### src/rtl/sram512x8_bist.sv
// sram512x8_bist - March C- built-in self test controller for a single-port
// SRAM macro (CEN/GWEN/WEN active-low, read data valid the cycle after the
// read command).
//
// Ports:
//   clk, rst        clock, asynchronous active-high reset
//   start           single-cycle run request, honoured only when idle
//   busy            test in progress
//   done            result valid, held until the next accepted start
//   fail            at least one mismatch seen during the last run
//   fail_addr/data  address and read value of the first mismatch
//   fail_elem       march element (0-5) of the first mismatch
//   sram_cen/gwen/wen/a/d   registered macro command
//   sram_q          macro read data
//
// state | meaning
// IDLE  | waiting for start, macro deselected
// M0    | up   (w0)
// M1    | up   (r0, w1)
// M2    | up   (r1, w0)
// M3    | down (r0, w1)
// M4    | down (r1, w0)
// M5    | up   (r0)
// FLUSH | compare the final M5 read, then back to IDLE
module sram512x8_bist #(
  parameter int ADDR_W = 9,
  parameter int DATA_W = 8,
  parameter logic [DATA_W-1:0] BG = 8'h55
) (
  input  logic              clk,
  input  logic              rst,
  input  logic              start,
  output logic              busy,
  output logic              done,
  output logic              fail,
  output logic [ADDR_W-1:0] fail_addr,
  output logic [DATA_W-1:0] fail_data,
  output logic [2:0]        fail_elem,
  output logic              sram_cen,
  output logic              sram_gwen,
  output logic [DATA_W-1:0] sram_wen,
  output logic [ADDR_W-1:0] sram_a,
  output logic [DATA_W-1:0] sram_d,
  input  logic [DATA_W-1:0] sram_q
);

  localparam logic [2:0] IDLE  = 3'd0;
  localparam logic [2:0] M0    = 3'd1;
  localparam logic [2:0] M1    = 3'd2;
  localparam logic [2:0] M2    = 3'd3;
  localparam logic [2:0] M3    = 3'd4;
  localparam logic [2:0] M4    = 3'd5;
  localparam logic [2:0] M5    = 3'd6;
  localparam logic [2:0] FLUSH = 3'd7;

  localparam logic [ADDR_W-1:0] A_MAX = '1;
  localparam logic [ADDR_W-1:0] A_ONE = 1;

  // state/addr/ph describe the command currently on the sram_* pins
  logic [2:0]        state, nxt_state;
  logic [ADDR_W-1:0] addr, nxt_addr;
  logic              ph, nxt_ph;
  logic              pair, down, at_end, accept;
  logic              nxt_op, nxt_rd, nxt_wr;
  logic [DATA_W-1:0] nxt_wdata, nxt_exp;

  // expected value of the read on the pins, and its copy one cycle later
  // when sram_q is valid
  logic [DATA_W-1:0] cur_exp, chk_exp;
  logic [2:0]        cur_elem, chk_elem;
  logic [ADDR_W-1:0] chk_addr;
  logic              chk_vld, mismatch;

  assign pair     = (state == M1) || (state == M2) || (state == M3) || (state == M4);
  assign down     = (state == M3) || (state == M4);
  assign at_end   = down ? (addr == '0) : (addr == A_MAX);
  assign accept   = (state == IDLE) && start;
  assign mismatch = chk_vld && (sram_q != chk_exp);

  always_comb begin
    nxt_state = state;
    nxt_addr  = addr;
    nxt_ph    = 1'b0;
    case (state)
      IDLE: begin
        if (start) begin
          nxt_state = M0;
          nxt_addr  = '0;
        end
      end
      FLUSH: begin
        nxt_state = IDLE;
        nxt_addr  = '0;
      end
      default: begin
        if (pair && !ph) begin
          // second half of a read/write pair stays on the same address
          nxt_ph = 1'b1;
        end else if (at_end) begin
          nxt_state = state + 3'd1;
          nxt_addr  = ((nxt_state == M3) || (nxt_state == M4)) ? A_MAX : '0;
        end else begin
          nxt_addr = down ? (addr - A_ONE) : (addr + A_ONE);
        end
      end
    endcase
  end

  always_comb begin
    nxt_op    = (nxt_state != IDLE) && (nxt_state != FLUSH);
    nxt_rd    = nxt_op && ((nxt_state == M5) || ((nxt_state != M0) && !nxt_ph));
    nxt_wr    = nxt_op && !nxt_rd;
    nxt_wdata = ((nxt_state == M1) || (nxt_state == M3)) ? ~BG : BG;
    nxt_exp   = ((nxt_state == M2) || (nxt_state == M4)) ? ~BG : BG;
  end

  always_ff @(posedge clk or posedge rst) begin
    if (rst) begin
      state     <= IDLE;
      addr      <= '0;
      ph        <= 1'b0;
      busy      <= 1'b0;
      done      <= 1'b0;
      fail      <= 1'b0;
      fail_addr <= '0;
      fail_data <= '0;
      fail_elem <= '0;
      sram_cen  <= 1'b1;
      sram_gwen <= 1'b1;
      sram_wen  <= '1;
      sram_a    <= '0;
      sram_d    <= '0;
      cur_exp   <= '0;
      cur_elem  <= '0;
      chk_vld   <= 1'b0;
      chk_exp   <= '0;
      chk_addr  <= '0;
      chk_elem  <= '0;
    end else begin
      state     <= nxt_state;
      addr      <= nxt_addr;
      ph        <= nxt_ph;
      busy      <= (nxt_state != IDLE);
      sram_cen  <= ~nxt_op;
      sram_gwen <= ~nxt_wr;
      sram_wen  <= nxt_wr ? '0 : '1;
      sram_a    <= nxt_op ? nxt_addr : '0;
      sram_d    <= nxt_wr ? nxt_wdata : '0;
      cur_exp   <= nxt_exp;
      cur_elem  <= nxt_state - 3'd1;
      chk_vld   <= ~sram_cen & sram_gwen;
      chk_exp   <= cur_exp;
      chk_addr  <= sram_a;
      chk_elem  <= cur_elem;
      if (accept) begin
        done      <= 1'b0;
        fail      <= 1'b0;
        fail_addr <= '0;
        fail_data <= '0;
        fail_elem <= '0;
      end else begin
        if (state == FLUSH) done <= 1'b1;
        if (mismatch && !fail) begin
          fail      <= 1'b1;
          fail_addr <= chk_addr;
          fail_data <= sram_q;
          fail_elem <= chk_elem;
        end
      end
    end
  end

endmodule

### config.mk
export PLATFORM = sky130hd
export DESIGN_NAME = sram512x8_bist
export DESIGN_NICKNAME = d
export VERILOG_FILES = /design/src/rtl/sram512x8_bist.sv
export SDC_FILE = /design/constraint.sdc
export NUM_CORES = 1
export LEC_CHECK = 0
export CAP_MARGIN = 20
export CORE_MARGIN = 5
export CORE_UTILIZATION = 52
export CTS_CLUSTER_SIZE = 40
export DETAILED_ROUTE_END_ITERATION = 8
export PLACE_DENSITY = 0.8
export REMOVE_ABC_BUFFERS = 1
export SLEW_MARGIN = 5
export SYNTH_ARGS = -nofsm -noshare
export SYNTH_HDL_FRONTEND = slang
export SYNTH_SLANG_ARGS = --single-unit
### constraint.sdc
create_clock -name clk -period 3.85 [get_ports clk]
set_clock_uncertainty 0.1 [all_clocks]
set_input_delay 0.385 -clock clk [delete_from_list [all_inputs] [get_ports clk]]
set_output_delay 0.385 -clock clk [all_outputs]
set_load 0.02 [all_outputs]
Yosys cells after proc, flatten, opt, wreduce, memory -nomap -nowiden
Index checks and enable logic that the tools add are counted.

storage, ports and cells
  bits in latches = 0
  memories kept = 0
  input bits = 11
  logic and storage cells = 98
  flip-flop bits (word level) = 95
  RAM bits = 0
  bits in read-only memories = 0
  output and inout port bits = 50

cells by class
  $mul = 0
  magnitude comparators = 0
  $add $sub $neg = 4
  mux-type cells = 28
  divide/modulo/power cells = 0
  shift operators = 0
  bitwise logic cells = 4
  equality and inequality tests = 16
  reduce and logical (&&, ||, !) cells = 26

operators with widths
  kind                                                                count
  9-bit two-way mux                                                   8
  8-bit two-way mux                                                   6
  3-bit == test, second input constant                                8
  9-bit case mux with 2 select lines                                  1
  3-bit two-way mux                                                   5
  3-bit by 2-bit == test with 1-bit output, second input constant     4
  9-bit by 1-bit adder with 9-bit output, second input constant       1
  9-bit == test, second input constant                                1
  9-bit logical NOT                                                   1
  9-bit by 1-bit subtractor with 9-bit output, second input constant  1
  1-bit logical AND                                                   8
  1-bit logical OR                                                    8
  8-bit != test                                                       1
  1-bit two-way mux                                                   7
  3-bit case mux with 2 select lines                                  1
  1-bit logical NOT                                                   4
  2-bit nonzero test                                                  2
  3-bit by 1-bit adder with 3-bit output, second input constant       1
  3-bit logical NOT                                                   1
  3-bit by 1-bit != test with 1-bit output, second input constant     1
  3-bit != test, second input constant                                1
  1-bit inverter                                                      3
  3-bit nonzero test                                                  1
  3-bit by 1-bit subtractor with 3-bit output, second input constant  1
  2 further kinds                                                     2

Depth between registers and ports, before layout
Gate-level depths: netlist of the first run.

  depth after elaboration = 14
  depth in mapped cells = 13
  gate-level depth less buffers = 12

Least setup slack after synthesis of the first run
OpenSTA, ideal clock, no wires.

  path kind = register to register
  start = register state[1]
  end = register sram_a[7]
  stages on the path, launching flop included = 13
  clock period less this slack = 3.046 ns
  buffers on the path = 1
  required time = 3.654 ns
  arrival time = 2.851 ns
  setup slack = 0.804 ns
  setup time = 0.096 ns
  path through = dfrtp_1 inv_1 ha_1 o22ai_1 or4_1 o21ai_2 nor2_1 o21ai_0 o21ai_0 ha_1 mux2_4 buf_6 a311oi_2

on the way
  longest elaborated chain between the ends = 10
  elaborated cells between the ends (all ways) = 29
  classes of those cells = add/sub: 1; eq/ne: 8; mux: 11; reduce/logical: 9

RTL lines
  item                                                                            RTL line  RTL
  from (decl)                                                                     60        logic [2:0] state, nxt_state;
  from (signal assigned)                                                          140       state <= nxt_state;
  branches (longest 6 deep; another with 3-bit by 1-bit adder with 3-bit output)  --
  3-bit case mux with 2 select lines (*)                                          84        case (state)
  net nxt_state[1]                                                                60
  3-bit != test or 3-bit nonzero test (tied branches)                             110       nxt_op = (nxt_state != IDLE) && (nxt_state != FLUSH);
  1-bit logical AND (*)                                                           110
  9-bit two-way mux (*)                                                           147       sram_a <= nxt_op ? nxt_addr : '0;
  to (signal assigned)                                                            147
  to (decl)                                                                       42        output logic [ADDR_W-1:0] sram_a,

Mark *: on every way through the listed nets, which the timed path passes.
A chain may end at the register's enable or synchronous reset.

Worst setup path after layout of the first run
Ends and elaborated chain as after synthesis.

==> run metrics, run 1 <==
router iterations before antenna repair=4; Worst path top cell family by delay=compound AO/OA/AOI/OAI gates; total setup buffers inserted after CTS=0; Hold Slack=177 ps; root buffer cell=clkbuf_8; WS Path Type=reg2reg; CP endpoint kind=register; CTS Hold Bufs=0; Placeable Area=0.00603 mm2; Synth Instances=297; WP buf/inv=1; worst r2r dst=sram_a[7]; DP Wirelength=approximately 5000 um; Placer Congestion=0.868; Cell Chain, Critical Path=inv_1 -> ha_1 -> o22ai_1 -> or4_1 -> o21ai_2 -> nor2_1 -> o21ai_0 -> o21ai_0 -> ha_1 -> mux2_4 -> a311oi_2; Slew Viols, Final=0; Final min period=between 3000 and 4000 ps; aggregate global routing overflow=0; Overall Global Routing Usage=a little under a fifth; synth-to-layout area growth=25.8%; Final Core Density=68.2%; Worst R2R Path Depth=11; Post-synth ARST share=100%; antenna violations before repair=0; vias per std cell=5.47; layout cells sized above 1=about 9.8%; I/O pins=61; Yosys cell types=52; first-pass GRT wire length=11,200 um; fmax=291 MHz; Max Cap Viol=0; Post-DP Area=0.00386 mm2; reg2reg setup slack=420 ps; clk slew on worst S/H paths=70 ps; starting DRC count in detailed routing=127; number of routed nets with antenna violations=0; status=complete, no violations; Max stage delay cell, worst path=or4_1; Critical Path Max Stage Delay=560 ps; final setup violation count=0; clk buf depth=2; Max FO, Critical Path=12; syn_area_per_cell=11.0 um2; final period utilization=89.2%; Initial Utilization=between 50 and 60%; TritonCTS buffer count=9; Horiz. Die Dim=89.3 um; die area=roughly 0.0080 mm2; Main synth FF type=dfrtp_1; Yosys warnings=0; synthesized area=0.00327 mm2; WL final=6730 um; Total Nets Final=381; post-route cell area=0.00411 mm2; number of I/O port buffers=60; final hold violation count=0; H-tree Lvls=3; Setup Total Neg Slack=0 ps; vias in the first global route=2,326; Post-synth EDFFs=0; routed len/inst=15.6 um; post-cts sizing count=0; worst vdd ir=253 uV; PnR Total Power=1.41 mW; drt drc=0; via count=2,362; # diodes=0; worst path required time=4000 ps; CP arrival=3580 ps; row count=28; Power per Cell Area=between 300 and 400 mW/mm2; RSZ-0062 raised after global routing=no; FF+latch count, synth=69; RR Startpoint=state[1]; Leakage=1.85 nW; post-synthesis sequential area ratio=52.9%; Worst Setup Start Kind=register; worst-margin pin slew=659 ps; die height=89.3 um; TritonCTS clock tree=yes; Layout fillers=417; clk_lat worst skew=340 ps; Worst Hold Class=in2async; Max-slew headroom=55.6%; clk sinks=between 60 and 70; largest net degree at the start of global routing=52
[flip-flops by register name (all words and copies together), names as in the netlist]
| signal | count |
|---|---|
| addr | 9 |
| busy | 1 |
| chk_addr | 9 |
| chk_elem | 3 |
| chk_exp | 2 |
| chk_vld | 1 |
| cur_elem | 3 |
| cur_exp | 2 |
| done | 1 |
| fail | 1 |
| fail_addr | 9 |
| fail_data | 8 |
| fail_elem | 3 |
| ph | 1 |
| sram_a | 9 |
| sram_cen | 1 |
| sram_d | 2 |
| sram_wen | 1 |
| state | 3 |
[report_power, final]
group	switching, mW	internal (mW)
Sequential	0	0.725
Combinational	0.0179	0.0137
Clock	0.249	0.401
Total	0.267	1.14
[area by class of cell]
type / count / area (um2) / area share, %
tap: 75 / 93.8 / 2.28
multi-input combinational: 195 / 1360 / 33.0
timing repair buffer: 67 / 666 / 16.2
sequential: 69 / 1730 / 42.1
clock buffer: 13 / 159 / 3.87
clock inverter: 3 / 67.6 / 1.64
inverter: 10 / 37.5 / 0.914
[layer usage]
metal,vias to the layer above,wire length (um),global-route usage [%]
met3,12,418,4.61
li1,1137,-,-
met2,66,3340,31.2
met4,0,123,7.31
met1,1147,2850,22.8
met5,-,0,0
[worst reg2reg max path: stages (launching register included)]
cell,delay [ps]
dfrtp_1,420
inv_1,100
ha_1,450
o22ai_1,180
or4_1,560
o21ai_2,120
nor2_1,60
o21ai_0,230
o21ai_0,230
ha_1,300
mux2_4,340
a311oi_2,260
[layout by cell type, fill, tap and decap left out, types with 2 or more instances in the layout]
cell             instances
a31oi_1                  2
clkdlybuf4s50_1         60
and2_1                   2
nor4_1                   4
o211a_1                  2
bufinv_16                2
o21a_1                   5
mux2i_1                 23
nor3_1                   3
inv_1                    9
o21ai_0                  8
a32o_1                   2
or2_2                    3
clkbuf_8                11
xnor2_1                  5
ha_1                    17
nor2b_1                  6
dfrtp_1                 67
nand2b_1                 4
buf_4                    6
nand3_1                  3
and4_1                   2
o22ai_1                  3
a211oi_1                 2
dfstp_2                  2
xor2_1                   2
nand2_1                 16
a21oi_1                 15
clkbuf_1                 2
nor2_1                  42
[per-stage QoR]
step | instances | setup WS, ps
6_report | 432 | 416
2_1_floorplan | 274 | 879
3_3_place_gp | 415 | 673
4_1_cts | 431 | 471
3_5_place_dp | 415 | 487
5_1_grt | 432 | 105
[cell families (layout without fill, tap and decap cells)]
family                     Yosys count  after routing  share of synthesized area (%)
buffers and inverters               33             93                           5.63
muxes                               26             26                           8.27
xor gates and xnor gates             7              7                           1.88
adders and majority gates           18             18                           7.12
AOI/OAI and AO/OA                   52             52                           11.0
and+or+nand+nor                     92             92                           13.1
DFF                                 69             69                           52.9
[synth_stat cells (all sizes together) (2+ instances only)]
cell	number	area share [%]
a211oi	3	0.84
ha	17	6.5
clkbuf	6	0.69
nand2b	4	0.77
nand3	3	0.46
dfstp	2	1.6
a32o	2	0.61
nor2	43	4.9
o22ai	3	0.57
xor2	2	0.54
a31oi	2	0.38
dfrtp	67	51
inv	10	1.1
xnor2	5	1.3
nor4	4	0.77
o211a	2	0.61
or2	3	0.57
buf	17	3.8
o21ai	9	1.5
nand2	16	1.8
and4	2	0.54
and2	3	0.57
a21oi	15	2.3
nor3	3	0.46
nor2b	6	1.1
o21a	5	1.1
mux2	2	0.80
mux2i	24	7.5
[how the worst max path moves through the flow]
stage                         from   endpoint  cells after the start
after floorplan           state[1]  sram_a[7]                     11
after global placement    state[1]  sram_a[7]                     11
after detailed placement  state[1]  sram_a[7]                     11
after CTS                 state[1]  sram_a[7]                     11
after global routing      state[1]  sram_a[7]                     11
final                     state[1]  sram_a[7]                     11
(Power assumes the default switching activity.)
==> run 2: changes to the inputs <==
--- a/config.mk
+++ b/config.mk
@@ -6,6 +6,7 @@
 export NUM_CORES = 1
 export LEC_CHECK = 0
 export CAP_MARGIN = 20
+export CORE_ASPECT_RATIO = 0.5
 export CORE_MARGIN = 5
 export CORE_UTILIZATION = 52
 export CTS_CLUSTER_SIZE = 40
==> run metrics, run 2 (same netlist as run 1, synthesis figures left out) <==
H-tree Lvls=3; vias per std cell=approximately 5.4; Worst path top cell family by delay=compound AO/OA/AOI/OAI gates; largest net degree at the start of global routing=41; Total Nets Final=378; synth-to-layout area growth=29.0%; Worst R2R Path Depth=11; Max Cap Viol=0; Post-Place Worst Slack=500 ps; most common cell after layout, fill and taps aside=dfrtp_1; total setup buffers inserted after CTS=0; Int Pwr=1.39 mW; Final WS setup=311 ps; CP endpoint kind=register; Placeable Area=roughly 0.006 mm2; Critical Path Max Stage Delay=570 ps; WP buf/inv=1; Max stage delay cell, worst path=or4_1; worst vdd ir=213 uV; post-route cell area=0.00421 mm2; DP Wirelength=5220 um; final hold violation count=0; worst path required time=between 3000 and 4000 ps; WS Path Type=reg2reg; final period utilization=91.9%; starting DRC count in detailed routing=198; TritonCTS clock tree=yes; Crit path depth=11; status=complete, no violations; commonest non-fill, non-tap cells in the layout=dfrtp_1 (67), clkdlybuf4s50_1 (60), nor2_1 (42); CTS Hold Bufs=0; switching share of power=about a fifth; number of routed nets with antenna violations=0; Slew Viols, Final=0; Layout fillers=428; Post-DP Area=0.00386 mm2; Initial Utilization=53.7%; Cell Chain, Critical Path=inv_1 -> ha_1 -> o22ai_1 -> or4_1 -> o21ai_2 -> nor2_1 -> o21ai_0 -> o21ai_0 -> ha_1 -> mux2_4 -> a311oi_2; Setup Total Neg Slack=0 ps; clk sinks=69; clk slew on worst S/H paths=50 ps; layout cells sized above 1=around a tenth; RSZ-0062 raised after global routing=no; Worst Setup Start Kind=register; Overall Global Routing Usage=21.1%; router iterations before antenna repair=4; first-pass GRT wire length=between 10,000 and 15,000 um; number of I/O port buffers=60; vias in the first global route=~2,600; routed len/inst=17.8 um; drt drc=0; clk buf depth=2; root buffer cell=clkbuf_16; Horiz. Die Dim=between 100 and 150 um; Max FO, Critical Path=12; fmax=283 MHz; clk_lat worst skew=330 ps; worst-margin pin slew=671 ps; antenna violations before repair=0; Sequential Power Share=42.2%; die area=0.00806 mm2; Psw=roughly 0.33 mW; # diodes=0; aggregate global routing overflow=0; row count=20; final setup violation count=0; WL final=slightly below 8000 um; post-cts sizing count=0; clock share of power=56.1%; I/O pins=just over 60; Max-slew headroom=54.8%; Worst Hold Class=reg2reg; via count=roughly 2,400; Final min period=3540 ps; Comb pwr share=1.6%; Leakage=1.90 nW; Power per Cell Area=408 mW/mm2; Placer Congestion=0.857; die height=66.0 um; PnR Total Power=1.72 mW; hold path cells=0; CP arrival=3660 ps; TritonCTS buffer count=9
-- run 2: cell count changes in the layout (fill, tap and decap cells not counted), sizes merged --
cell	delta
clkinv	+2
bufinv	+1
buf	-3
clkbuf	-2
clkinvlp	-1
-- run 2: final timing paths --
path / startpoint / to / slack, ps
worst max register to register: state[1] / sram_a[7] / 310
max in group asynchronous: rst / sram_wen[6] / 2360
worst max-delay path: state[1] / sram_a[7] / 310
worst min register to register: cur_exp[6] / chk_exp[6] / 250
worst min-delay path: cur_exp[6] / chk_exp[6] / 250
min in group asynchronous: rst / chk_addr[5] / 340
-- run 2: cell type report --
class                   count  area [um2]  share of cell area, %
flip-flops and latches     69        1730                   41.0
clock buffers              11         243                   5.76
repair buffers             64         631                   15.0
inverters                  10        37.5                  0.891
well taps                  88         110                   2.61
clock inverters             5         108                   2.55
multi-input cells         195        1360                   32.2
-- run 2: metal layers --
metal,up-vias,global-route usage [%],share of wire [%]
met1,1185,26.0,42
met5,-,0,0
met2,75,37.2,51
li1,1124,-,-
met4,0,5.30,1.4
met3,10,5.73,5.7
-- run 2: per-stage QoR --
stage,hold slack (ps),util (%),std cells
finish,248,69.3,442
global route,256,69.3,442
CTS,253,69.3,442
detailed placement,240,63.5,426
global placement,236,63.5,426
floorplan,231,-,274
-- run 2: power groups by stage --
stage	clock [mW]	sequential, mW	combinational, mW
finish	0.964	0.725	0.0283
global route	1.01	0.725	0.0328
CTS	0.969	0.725	0.0295
detailed placement	0	0.738	0.0291
global placement	0	0.738	0.0287
floorplan	0	0.739	0.0121
